## src/rtl/mag_operand_feeder.sv

```systemverilog
// mag_operand_feeder: operand FIFO that presents one x/y pair per fixed-length magnitude-core frame
module mag_operand_feeder #(
  parameter int DEPTH = 4,
  parameter int FRAME_LEN = 9
) (
  input  logic                     clk,
  input  logic                     rst_n,
  input  logic                     ena,
  input  logic                     in_valid,
  input  logic [7:0]               in_x,
  input  logic [7:0]               in_y,
  output logic                     in_ready,
  output logic [7:0]               op_x,
  output logic [7:0]               op_y,
  output logic                     op_live,
  output logic                     frame_start,
  output logic                     res_strobe,
  output logic [$clog2(DEPTH):0]   fifo_count,
  output logic [7:0]               drop_cnt
);
  localparam int AW = $clog2(DEPTH);
  localparam int CW = AW + 1;
  localparam int PW = FRAME_LEN > 1 ? $clog2(FRAME_LEN) : 1;
  localparam logic [PW-1:0] LAST = PW'(FRAME_LEN - 1);
  localparam logic [CW-1:0] FULL = CW'(DEPTH);
  logic [PW-1:0] phase;
  logic [AW-1:0] wr_ptr, rd_ptr;
  logic [15:0]   mem [DEPTH];
  logic          res_tag, wrap, push, pop, drop;
  always_comb begin
    wrap = ena && phase == LAST;
    in_ready = fifo_count != FULL;
    push = ena && in_valid && in_ready;
    drop = ena && in_valid && !in_ready;
    pop = wrap && fifo_count != '0;
    frame_start = phase == '0;
    res_strobe = frame_start && res_tag;
  end
  always_ff @(posedge clk) if (push) mem[wr_ptr] <= {in_x, in_y};
  // pop and full are both judged on pre-edge occupancy, so a push on the pop edge waits a frame
  always_ff @(posedge clk or negedge rst_n)
    if (!rst_n) begin
      phase <= '0;
      wr_ptr <= '0;
      rd_ptr <= '0;
      fifo_count <= '0;
      op_x <= '0;
      op_y <= '0;
      op_live <= 1'b0;
      res_tag <= 1'b0;
      drop_cnt <= '0;
    end else if (ena) begin
      phase <= wrap ? '0 : phase + PW'(1);
      if (push) wr_ptr <= wr_ptr + AW'(1);
      if (pop) rd_ptr <= rd_ptr + AW'(1);
      fifo_count <= fifo_count + CW'(push) - CW'(pop);
      if (wrap) begin
        res_tag <= op_live;
        op_live <= pop;
        {op_x, op_y} <= pop ? mem[rd_ptr] : 16'h0;
      end
      if (drop && drop_cnt != 8'hff) drop_cnt <= drop_cnt + 8'd1;
    end
endmodule
```

## config.mk

```make
export PLATFORM = sky130hd
export DESIGN_NAME = mag_operand_feeder
export DESIGN_NICKNAME = d
export VERILOG_FILES = /design/src/rtl/mag_operand_feeder.sv
export SDC_FILE = /design/constraint.sdc
export NUM_CORES = 1
export LEC_CHECK = 0
export CAP_MARGIN = 25
export CORE_MARGIN = 1
export CORE_UTILIZATION = 55
export DETAILED_ROUTE_END_ITERATION = 10
export GPL_TIMING_DRIVEN = 0
export PLACE_DENSITY = 0.83
export SYNTH_ARGS = -nofsm -noshare
export SYNTH_HDL_FRONTEND = slang
export SYNTH_SLANG_ARGS = --single-unit
```

## constraint.sdc

```tcl
create_clock -name clk -period 2.8 [get_ports clk]
set_clock_uncertainty 0.05 [all_clocks]
set_input_delay 0.42 -clock clk [delete_from_list [all_inputs] [get_ports clk]]
set_output_delay 0.42 -clock clk [all_outputs]
set_load 0.03 [all_outputs]
```

==> flow_summary_export.csv <==
group,metric,value,unit
sta,setup_viol,0,
yosys,synth_top_area_share,47.3,%
global_route,grt_pass1_vias,2115,
sta,min_period_over_period,94.2,%
status,status,"complete, no violations",
global_route,grt_pass1_wl,10800,µm
critical_path,r2r_cells,12,
routing,wl_met1,3080,µm
yosys,synth_warnings,0,
critical_path,start_kind,"register",
yosys,netlist_instances,229,
sta,setup_tns,0,ps
yosys,synth-seq-cells,101,
cts,cts_made_buffers,9,
critical_path,cp.arrival,2830,ps
cts,clk_path_buf_depth,2,
sta,hold_violations,0,
global_route,grtUsageTotal,19.8,%
sta,period_minus_slack,2640,ps
place,gp_congestion,0.735,
sta,maxSlewViolCount,0,
layout,diodes,0,
cts,postCtsHoldBufs,0,
cts,ctsRootBufferMaster,"clkbuf_8",
critical_path,crit_required,3000,ps
routing,wl_per_cell,17.9,µm
yosys,syn-num-nets,259,
routing,drcViolationCount,0,
sta,hold_slack,106,ps
routing,top_layer,"met4",
sta,setup_ws,163,ps
floorplanning,coreArea,0.00698,mm²
global_route,antenna_found_initial,0,
place,place_area,0.00468,mm²
routing,antenna_left,0,
floorplanning,initial_core_util,58.2,%
layout,fin_util,70.2,%
critical_path,path_max_fanout,10,
routing,wl_met2,3620,µm
sta,tightest_slew,906,ps
floorplanning,die_x,88.0,µm
cts,worstSkewPairLatency,360,ps
critical_path,critPathKind,"reg2reg",
cts,post_cts_resized,0,
routing,dr.pass1.iters,4,
routing,num_vias,2184,
yosys,synth_cell_type_count,36,
flow_run,max_cap_violations,0,
routing,met3_length,265,µm
layout,design_area,0.00490,mm²
yosys,netlist_top_cells_area,"edfxtp_1 (47%), dfrtp_1 (23%), mux4_2 (8.9%), a22o_1 (3.7%), ha_1 (2.8%)",
critical_path,crit_path_end_kind,"register",
cts,clk_pin_slew,100,ps
yosys,ys_seq_area_share,70.1,%
sta,fmax,379,MHz
global_route,gr-total-overflow,0,
power,peakVddDrop,0.000461,V
routing,wirelength,7050,µm
layout,layout.nets,322,
cts,clock_sinks,101,
layout,drive_gt1_share,17.8,%
layout,instances_no_fill,393,
yosys,async_flop_share,36.6,%
power,powerDensity,964,mW/mm²
routing,drtIter0Drc,173,
power,power_leakage,1.82,nW
power,power,4.72,mW
yosys,synth_edf_count,64,
yosys,synth-main-ff-cell,"edfxtp_1",
floorplanning,fp.dieH,88.0,µm
yosys,syn-cell-area,0.00406,mm²
layout,syn_to_final_growth,20.5,%
global_route,grt_max_degree,38,
routing,avgViaCountPerCell,5.56,
cts,htreeDepth,3,
cts,tritoncts,"built",
floorplanning,dieArea,0.00774,mm²
yosys,avgSynthCellArea,17.7,µm²
sta,maxSlewHeadroom,39.6,%
min_path,hp-class,"in2async",
floorplanning,ios,51,
floorplanning,core.rowCount,30,
place,io_buffers,50,
place,place_hpwl,4600,µm
layout,nFillCells,479,
place,dp_slack,-351,ps
yosys,synth_area_leader_cell,"edfxtp_1",
place,dp_cells,375,
cell usage in the layout (no fill, tap or decap), drive strengths merged, types with 8 or more instances in the layout:
master / n
a22o: 17
buf: 9
clkbuf: 11
clkdlybuf4s50: 49
dfrtp: 37
edfxtp: 64
ha: 9
inv: 15
mux4: 16
nand2: 8
where the power goes:
| group | total, mW | switching [mW] | internal (mW) |
|---|---|---|---|
| Sequential | 2.12 | 0.216 | 1.90 |
| Clock | 0.935 | 0.511 | 0.424 |
| Combinational | 1.67 | 0.855 | 0.813 |
routing by layer:
metal  vias up  global-route usage [%]
met5         -                       0
met4         0                    6.71
met3         8                    4.43
met2        54                    32.2
met1      1116                    26.9
li1       1006                       -
area by class of cell:
type | instances | area, µm² | share of cell area [%]
clock inverters | 7 | 80.1 | 1.63
inverters | 12 | 45.0 | 0.920
plain buffers | 8 | 52.6 | 1.07
multi-input cells | 108 | 1120 | 22.8
clock buffers | 9 | 124 | 2.53
repair buffers | 52 | 510 | 10.4
flip-flops and latches | 101 | 2850 | 58.1
well taps | 96 | 120 | 2.45
path summary, 6_finish.rpt:
path / from / end / slack [ps]
setup / recovery: phase[0] / fifo_count[2] / 160
hold / removal: rst_n / drop_cnt[0] / 110
setup reg to reg: phase[0] / fifo_count[2] / 160
hold reg to reg: op_y[4] / op_y[4] / 460
max in group asynchronous: rst_n / op_x[2] / 2070
min in group clk: op_y[4] / op_y[4] / 460
synthesized netlist by cell type, types with 2 or more instances:
cell type and instances:
inv_1 11, buf_6 2, xnor2_1 6, o21ai_0 7, buf_2 3, nand4_1 2
clkbuf_1 2, nand2_1 8, edfxtp_1 64, nor2_1 3, a22o_1 17, and2_1 4
mux4_2 16, and3_1 4, nand3_1 5, dfrtp_1 37, xor2_1 3, nor3b_1 2
ha_1 9, mux2_2 6, nor4_2 2, nor3_1 2
critical path, cell delays in order (launching register included):
cell,delay [ps]
dfrtp_1,450
inv_1,80
ha_1,180
nand4b_1,260
nor2_4,170
buf_4,210
ha_1,160
inv_1,40
ha_1,180
fa_1,370
xnor2_1,150
nand2_1,90
xnor2_1,150
state kept, by name, indices dropped and copies added, names as in the netlist:
name / flops
mem: 64
rd_ptr: 2
res_tag: 1
op_live: 1
drop_cnt: 8
op_x: 8
phase: 4
op_y: 8
fifo_count: 3
wr_ptr: 2
cell families (layout without fill, tap and decap cells):
logic type | after synthesis | in the layout | share of synthesized area, %
AO/OA/AOI/OAI | 28 | 28 | 5.42
XOR/XNOR | 9 | 9 | 1.94
adder cells (fa/ha/maj) | 10 | 10 | 3.26
buffers and inverters | 20 | 88 | 2.40
flip-flops | 101 | 101 | 70.1
multiplexers | 24 | 24 | 11.1
AND/OR/NAND/NOR | 37 | 37 | 5.85
repair_timing:
item                                    4_1_cts  5_1_grt
buffers inserted                              1        1
pin swaps                                     1        1
endpoints found under the setup margin        1        1
Power figures use the tool's default switching activity.
